**src/rtl/overflow_tick_timer_pkg.sv**
```systemverilog
// Shared types and helpers for the overflow tick timer.
// Holds the FSM state encoding, the default widths and the saturation limit helper.
package overflow_tick_pkg;

  localparam int EVT_W_DEF  = 8;
  localparam int MISS_W_DEF = 4;

  typedef enum logic [1:0] {
    IDLE = 2'd0,
    RUN  = 2'd1,
    PEND = 2'd2
  } state_t;

  // All-ones value of a w-bit counter, used as the missed-event saturation point
  function automatic int miss_max(input int w);
    return (1 << w) - 1;
  endfunction

endpackage

```
**src/rtl/overflow_tick_timer_if.sv**
```systemverilog
// Control/status bundle between the tick timer and whatever drives it.
// The master side issues enable, ticks, period and the irq handshake.
// The slave side (the timer) returns irq, counters and busy.
interface overflow_tick_timer_if
  import overflow_tick_pkg::*;
#(
  parameter int EVT_W  = EVT_W_DEF,
  parameter int MISS_W = MISS_W_DEF
);

  logic              en;
  logic              tick_in;
  logic [EVT_W-1:0]  period;
  logic              irq_ack;
  logic              clr_missed;
  logic              irq;
  logic [EVT_W-1:0]  evt_count;
  logic [MISS_W-1:0] missed;
  logic              busy;

  modport master (
    output en, tick_in, period, irq_ack, clr_missed,
    input  irq, evt_count, missed, busy
  );

  modport slave (
    input  en, tick_in, period, irq_ack, clr_missed,
    output irq, evt_count, missed, busy
  );

endinterface

```
**src/rtl/overflow_tick_timer_tick_edge_detect.sv**
```systemverilog
// Rising-edge qualifier for the upstream overflow flag.
// A level held high for several cycles yields a single pulse, and the pulse is
// combinational from the input so no latency is added.
module tick_edge_detect (
  input  logic clk,
  input  logic rst_n,
  input  logic in,
  output logic pulse
);

  logic tick_q;

  // Remember last cycle's level so only the 0->1 transition qualifies
  always_ff @(posedge clk or negedge rst_n) begin
    if (!rst_n) begin
      tick_q <= 1'b0;
    end else begin
      tick_q <= in;
    end
  end

  assign pulse = in & ~tick_q;

endmodule

```
**src/rtl/overflow_tick_timer.sv**
```systemverilog
// Overflow tick timer: counts qualified overflow ticks from an upstream counter
// and raises irq every period_q ticks. irq is held until acknowledged; terminal
// events that land while irq is still pending are tallied in a saturating
// missed counter. period_q == 0 gives 2^EVT_W ticks per irq through wraparound.
module overflow_tick_timer
  import overflow_tick_pkg::*;
#(
  parameter int EVT_W  = EVT_W_DEF,
  parameter int MISS_W = MISS_W_DEF
) (
  input  logic                  clk,
  input  logic                  rst_n,
  overflow_tick_timer_if.slave  bus
);

  localparam logic [MISS_W-1:0] MISS_SAT = MISS_W'(miss_max(MISS_W));

  state_t            state, state_next;
  logic [EVT_W-1:0]  period_q, period_next;
  logic [EVT_W-1:0]  evt_count_q, evt_count_next;
  logic [MISS_W-1:0] missed_q, missed_next;
  logic              irq_q, irq_next;
  logic              miss_inc;
  logic              tick;
  logic              terminal;

  tick_edge_detect u_edge (
    .clk   (clk),
    .rst_n (rst_n),
    .in    (bus.tick_in),
    .pulse (tick)
  );

  assign terminal = tick && (evt_count_q == period_q - EVT_W'(1));

  // Next-state and next-output decode; a terminal tick in PEND keeps irq high
  // and beats a simultaneous ack, and only counts as missed when not acked
  always_comb begin
    state_next     = state;
    period_next    = period_q;
    evt_count_next = evt_count_q;
    irq_next       = irq_q;
    miss_inc       = 1'b0;
    missed_next    = missed_q;

    if (!bus.en) begin
      state_next     = IDLE;
      evt_count_next = '0;
      irq_next       = 1'b0;
    end else begin
      case (state)
        IDLE: begin
          evt_count_next = '0;
          period_next    = bus.period;
          state_next     = RUN;
        end
        RUN: begin
          if (terminal) begin
            evt_count_next = '0;
            irq_next       = 1'b1;
            state_next     = PEND;
          end else if (tick) begin
            evt_count_next = evt_count_q + 1'b1;
          end
        end
        PEND: begin
          if (terminal) begin
            evt_count_next = '0;
            irq_next       = 1'b1;
            miss_inc       = ~bus.irq_ack;
          end else begin
            if (tick) begin
              evt_count_next = evt_count_q + 1'b1;
            end
            if (bus.irq_ack) begin
              irq_next   = 1'b0;
              state_next = RUN;
            end
          end
        end
        default: begin
          state_next     = IDLE;
          evt_count_next = '0;
          irq_next       = 1'b0;
        end
      endcase
    end

    if (bus.clr_missed) begin
      missed_next = miss_inc ? MISS_W'(1) : '0;
    end else if (miss_inc && (missed_q != MISS_SAT)) begin
      missed_next = missed_q + 1'b1;
    end
  end

  // State and all visible outputs are registered together
  always_ff @(posedge clk or negedge rst_n) begin
    if (!rst_n) begin
      state       <= IDLE;
      period_q    <= '0;
      evt_count_q <= '0;
      missed_q    <= '0;
      irq_q       <= 1'b0;
    end else begin
      state       <= state_next;
      period_q    <= period_next;
      evt_count_q <= evt_count_next;
      missed_q    <= missed_next;
      irq_q       <= irq_next;
    end
  end

  assign bus.irq       = irq_q;
  assign bus.evt_count = evt_count_q;
  assign bus.missed    = missed_q;
  assign bus.busy      = (state != IDLE);

endmodule
```
**src/flat_wrapper.sv**
```systemverilog
// flat-port wrapper written by rule: the top's interface ports become plain ports
module overflow_tick_timer_flat import overflow_tick_pkg::*;
#(
  parameter int EVT_W  = EVT_W_DEF,
  parameter int MISS_W = MISS_W_DEF
)
  (clk, rst_n, bus_en, bus_tick_in, bus_period, bus_irq_ack, bus_clr_missed, bus_irq, bus_evt_count, bus_missed, bus_busy);
  overflow_tick_timer_if #(.EVT_W(EVT_W), .MISS_W(MISS_W)) bus_i ();
  input  logic clk;
  input  logic rst_n;
  input wire logic [$bits(bus_i.en)-1:0] bus_en;
  input wire logic [$bits(bus_i.tick_in)-1:0] bus_tick_in;
  input wire logic [$bits(bus_i.period)-1:0] bus_period;
  input wire logic [$bits(bus_i.irq_ack)-1:0] bus_irq_ack;
  input wire logic [$bits(bus_i.clr_missed)-1:0] bus_clr_missed;
  output wire logic [$bits(bus_i.irq)-1:0] bus_irq;
  output wire logic [$bits(bus_i.evt_count)-1:0] bus_evt_count;
  output wire logic [$bits(bus_i.missed)-1:0] bus_missed;
  output wire logic [$bits(bus_i.busy)-1:0] bus_busy;
  assign bus_i.en = bus_en;
  assign bus_i.tick_in = bus_tick_in;
  assign bus_i.period = bus_period;
  assign bus_i.irq_ack = bus_irq_ack;
  assign bus_i.clr_missed = bus_clr_missed;
  assign bus_irq = bus_i.irq;
  assign bus_evt_count = bus_i.evt_count;
  assign bus_missed = bus_i.missed;
  assign bus_busy = bus_i.busy;
  overflow_tick_timer #(.EVT_W(EVT_W), .MISS_W(MISS_W)) u_core (.clk(clk), .rst_n(rst_n), .bus(bus_i));
endmodule
```
**config.mk**
```make
export PLATFORM = sky130hd
export DESIGN_NAME = overflow_tick_timer_flat
export DESIGN_NICKNAME = d
export VERILOG_FILES = /design/src/rtl/overflow_tick_timer_pkg.sv /design/src/rtl/overflow_tick_timer_if.sv /design/src/rtl/overflow_tick_timer_tick_edge_detect.sv /design/src/rtl/overflow_tick_timer.sv /design/src/flat_wrapper.sv
export SDC_FILE = /design/constraint.sdc
export NUM_CORES = 1
export LEC_CHECK = 0
export ABC_CLOCK_PERIOD_IN_PS = 2580
export BUFFER_PORTS_ARGS = -buffer_cell sky130_fd_sc_hd__buf_4
export CAP_MARGIN = 20
export CORE_ASPECT_RATIO = 0.6
export CORE_UTILIZATION = 54
export CTS_CLUSTER_DIAMETER = 200
export DETAILED_ROUTE_END_ITERATION = 8
export PLACE_DENSITY = 0.78
export SLEW_MARGIN = 20
export SYNTH_ARGS = -nofsm -noshare
export SYNTH_HDL_FRONTEND = slang
export SYNTH_SLANG_ARGS = --single-unit
```
**constraint.sdc**
```tcl
create_clock -name clk -period 2.58 [get_ports clk]
set_clock_uncertainty 0.15 [all_clocks]
set_input_delay 0.129 -clock clk [delete_from_list [all_inputs] [get_ports clk]]
set_output_delay 0.129 -clock clk [all_outputs]
set_load 0.005 [all_outputs]
```
# Word level (Yosys, flattened, before mapping)

Index checks and enable logic that the tools add are counted.

Add/sub/neg operators: 3
Multipliers: 0
Div/mod/pow operators: 0
$lt $le $gt $ge: 0
Equal/unequal tests: 10
Shift operators: 0
Mux-type cells: 20
Bitwise logic cells: 3
Reductions and logical operators: 9

Operator list:

| operator                                             | number |
|---|---|
| two-way mux 8 bit                                    | 4 |
| adder 8 x 1 -> 8 bit (second input constant)         | 1 |
| equality test 8 bit                                  | 1 |
| two-way mux 1 bit                                    | 8 |
| two-way mux 2 bit                                    | 4 |
| two-way mux 4 bit                                    | 2 |
| subtractor 8 x 1 -> 8 bit (second input constant)    | 1 |
| != test 3 bit (second input constant)                | 2 |
| one-hot mux 2 bit (3 select lines)                   | 1 |
| AND reduction 3 bit                                  | 2 |
| adder 4 x 1 -> 4 bit (second input constant)         | 1 |
| != test 4 x 2 -> 1 bit (second input constant)       | 1 |
| != test 4 x 3 -> 1 bit (second input constant)       | 1 |
| != test 4 bit (second input constant)                | 1 |
| nonzero test 2 bit                                   | 2 |
| != test 3 x 2 -> 1 bit (second input constant)       | 1 |
| one-hot mux 1 bit (3 select lines)                   | 1 |
| equality test 2 x 1 -> 1 bit (second input constant) | 1 |
| equality test 2 bit (second input constant)          | 1 |
| logical AND 1 bit                                    | 2 |
| logical NOT 2 bit                                    | 1 |
| != test 2 bit (second input constant)                | 1 |
| NOT 1 bit                                            | 2 |
| AND reduction 2 bit                                  | 1 |
| 2 further kinds                                      | 2 |

Bits in registers: 24
Latch bits: 0
Memory bits (writable): 0
Memory bits (read-only): 0
Bits of input ports: 14
Output and inout bits: 14
Word-level logic and storage cells: 51
Memories kept: 0

# Longest topological paths before layout

Depth in word-level cells: 9
Gate-level depth with buffers: 9
Mapped depth without buffers: 8

# By module

A second synthesis with hierarchy kept.

Cell total of the unflattened synthesis: 148
Area, all modules: 1468.9 um2

Modules (own cells, without submodules):

| module              | instances | cells each | area an instance (um2) | seq. area each (um2) |
|---|---|---|---|---|
| overflow_tick_timer | 1         | 146        | 1430.1                 | 575.6 |
| tick_edge_detect    | 1         | 2          | 38.8                   | 25.0 |

# Worst setup path before layout

OpenSTA, ideal clock, no wires.

Path kind: reg-to-reg
From: register u_core.period_q[0]
To: register u_core.missed_q[3], in the netlist u_core.bus.missed[3]
Setup time: 66 ps
Data arrival time: 2154 ps
Required time: 2364 ps
Slack: 210 ps
Stages on the path, launching flop included: 9
Clock period less this slack: 2370 ps
Path through: dfrtp_1 -> inv_1 -> ha_1 -> nor3b_1 -> xnor2_1 -> o2111ai_1 -> a2111o_1 -> or4_1 -> nand2_1

Word-level cells in the longest chain between the ends: 8

RTL lines:

| what                         | RTL line                   | text |
|---|---|---|
| from (decl)                  | overflow_tick_timer.sv:19  | `logic [EVT_W-1:0] period_q, period_next;` |
| from (signal assigned)       | overflow_tick_timer.sv:106 | `period_q <= period_next;` |
| subtractor 8 x 1 -> 8 bit    | overflow_tick_timer.sv:34  | `assign terminal = tick && (evt_count_q == period_q - EVT_W'(1));` |
| equality test 8 bit          | overflow_tick_timer.sv:34  |  |
| logical AND 1 bit            | overflow_tick_timer.sv:34  |  |
| two-way mux 1 bit            | overflow_tick_timer.sv:67  | `if (terminal) begin` |
| two-way mux 1 bit            | overflow_tick_timer.sv:51  | `case (state)` |
| two-way mux 1 bit            | overflow_tick_timer.sv:46  | `if (!bus.en) begin` |
| logical AND 1 bit            | overflow_tick_timer.sv:91  | `end else if (miss_inc && (missed_q != MISS_SAT)) begin` |
| nonzero test 2 bit (no line) | n/a                        |  |
| to (signal assigned)         | overflow_tick_timer.sv:108 | `missed_q <= missed_next;` |
| to (decl)                    | overflow_tick_timer.sv:21  | `logic [MISS_W-1:0] missed_q, missed_next;` |

Every way passes these cells.
A chain may end at the register's enable or synchronous reset.

# Worst setup path after layout

From: register u_core.period_q[1]
To: register u_core.missed_q[3], in the netlist u_core.bus.missed[3]

The elaborated chain is that of the path after synthesis.

==> metrics.txt <==
Critical path buffers and inverters 1; Initial Utilization 58.1%; RSZ-0062 raised after global routing no; Synth Register Bits 24; CP Max Fanout 5; Wirelength per Cell 15.5 microns; number of global-route vias before repair 1185; total power 0.00133 W; Worst-Margin Slew 0.416 ns; Adder-Cell Fraction of Synth Area 5.05%; Die Y 42.6 microns; number of antenna diodes 0; DRC 0; Sink Count 24; Routed Wire Length 3450 microns; Net Count, Synth 169; Final Hold Fails 0; CTS root buf clkbuf_8; clk slew on worst S/H paths 0.09 ns; clock period minus final worst setup slack 2.43 ns; CP endpoint kind register; DP Cell Count 208; clk_lat worst skew 0.27 ns; fmax 412 MHz; Yosys top cell by area dfrtp_1; post-synth top area share 40.4%; vias per inst 5.86; Critical Path, Cell by Cell inv_1 > ha_1 > nor3b_2 > xnor2_1 > o2111ai_1 > a2111o_1 > or4_1 > nand2_1; Post-CTS Setup Repair Bufs 0; CORE AREA 2560 sq um; commonest non-fill, non-tap cell in the layout buf_4; distinct cell type count of the synthesized netlist 45; H-tree Lvls 1; post-synthesis mux area share 7.75%; Post-Layout Cell Count 223; Inserted Clock Buffers 3; Cell Pwr Density 692 nW/um^2; critical path class reg2reg; largest net degree at the start of global routing 25; chip width 69.7 microns; ys async rst share 100%; io pins 28; GR Overflow Total 0; Max IR drop VDD 0.341 mV; 1st-iter DRT viols 67; worst path arrival time 2.49 ns; die area 2970 sq um; startpoint types register; Max Cap Viol 0; compound-cell area share of the yosys netlist 15.2%; Tcrit/Tclk final 94.1%; Post-Synth Simple-Gate Area 20.9%; global-route wire length before repair 5580 microns; Rows 14; data required time of the worst path 2.65 ns; CTS tree built; Max clock buf depth 2; Pre-antenna DRT Iters 4; Post-DRT Antenna Nets 0; Worst slew margin 72.2%; Final GP Congestion 0.807; Synth area leaders dfrtp_1 40%, mux2_2 6.1%, ha_1 5.1%, xnor2_1 4.1%, inv_1 3.0%; HP Class in2reg; sequential area share after synthesis 40.4%; Mapped Area 1490 sq um; Post-DP HPWL 2520 microns; initial antenna violation count 0; layout cells sized above 1 25.7%; P&R area growth vs syn 29.3%; Synth Flop Type dfrtp_1; yosys warns 0; largest family of logic cells by synthesized area simple AND/OR/NAND/NOR gates; Final setup viols 0; max incr delay on CP 0.48 ns; Synth Area in XOR/XNOR 7.08%; setup tns final 0 ns; Final Net Count 212; status finished, final reports clean; CP delay by family, top simple AND/OR/NAND/NOR gates; PortBufs 27; Post-Syn Instances 149; Crit-path slowest cell or4_1; Via Count 1306; Slew Limit Fails 0; most frequent cells in the layout 29 x buf_4, 24 x dfrtp_1, 12 x inv_1; Static Leak 0.860 nW; Post-synth EDFFs 0; Avg Inst Size Synth 9.97 sq um; total track usage 24.8%
[Yosys cell counts (all sizes together) (2+ instances only)]
library cell,number
o21a,3
ha,6
and3,4
mux2,9
nand2b,4
nand3,5
o311ai,3
dfrtp,24
and2b,2
inv,12
nor2,7
a21oi,4
nor3b,5
nand4b,2
nand2,9
a31oi,2
and2,2
o21ai,8
o22ai,2
xnor2,7
nor3,2
xor2,5
nand4,3
[cell families (layout without fill, tap and decap cells)]
family,count (synthesis),after routing
flip-flops,24,24
XOR/XNOR,12,12
AO/OA/AOI/OAI,31,31
AND/OR/NAND/NOR,52,52
buffers and inverters,14,56
adder cells (fa/ha/maj),6,6
multiplexers,10,10
[where the power goes]
part	switching, W	internal (W)	total [W]
registers	0.0000876	0.000441	0.000528
clock network	0.000125	0.000207	0.000333
logic	0.000227	0.000242	0.000469
total	0.000439	0.000891	0.00133
[sequential cells by signal, summed over array words and instances (netlist names)]
register and count:
u_core.state 2, u_core.u_edge.tick_q 1, u_core.bus.missed 4, u_core.bus.irq 1
u_core.period_q 8, u_core.bus.evt_count 8
[final cells by class]
type / instances / area, sq um
Tap cell: 32 / 40.0
Fill cell: 168 / 637
Clock inverter: 1 / 30.0
Timing Repair Buffer: 40 / 328
Inverter: 12 / 45.0
Clock buffer: 3 / 41.3
Multi-Input combinational cell: 111 / 836
Sequential cell: 24 / 601
[worst paths after layout]
kind,start,endpoint,slack (ns),depth (start not counted)
max,u_core.period_q[1]$_DFFE_PN0P_,u_core.bus.missed[3]$_DFFE_PN0P_,0.15,8
min reg2reg,u_core.bus.irq$_DFFE_PN0P_,u_core.bus.irq$_DFFE_PN0P_,0.36,1
min,bus_en,u_core.state[1]$_DFFE_PN0P_,0.02,3
min in group asynchronous,rst_n,u_core.period_q[5]$_DFFE_PN0P_,0.14,2
max in group asynchronous,rst_n,u_core.u_edge.tick_q$_DFF_PN0_,1.89,2
max reg2reg,u_core.period_q[1]$_DFFE_PN0P_,u_core.bus.missed[3]$_DFFE_PN0P_,0.15,8
[layer usage]
layer | vias to the layer above | routed length, microns | track usage [%]
li1 | 629 | - | -
met3 | 2 | 272 | 7.21
met1 | 633 | 1580 | 33.3
met2 | 42 | 1590 | 40.4
met5 | - | 0 | 0
met4 | 0 | 11 | 4.80
[worst min-delay path, delay by kind of cell]
family,cells,cell delay (ns)
AOI/OAI and AO/OA,1,0.06
buffers and inverters,1,0.15
and+or+nand+nor,1,0.07
[stage by stage]
| stage | area (sq um) | utilization (%) | setup slack (ns) | hold WS, ns |
|---|---|---|---|---|
| after global routing | 1920 | 75.1 | 0.00321 | 0.0288 |
| after global placement | 1730 | 67.8 | 0.187 | -0.107 |
| after detailed placement | 1730 | 67.8 | 0.114 | -0.102 |
| final | 1920 | 75.1 | 0.153 | 0.0220 |
| after floorplan | 1490 | - | 0.210 | -0.317 |
| after CTS | 1920 | 74.9 | 0.0824 | 0.0219 |
[timing repair]
action,4_1_cts,5_1_grt
hold endpoints to repair,35,0
gates resized for setup,0,3
endpoints found under the setup margin,0,4
hold buffers,11,0
Power figures use the tool's default switching activity.
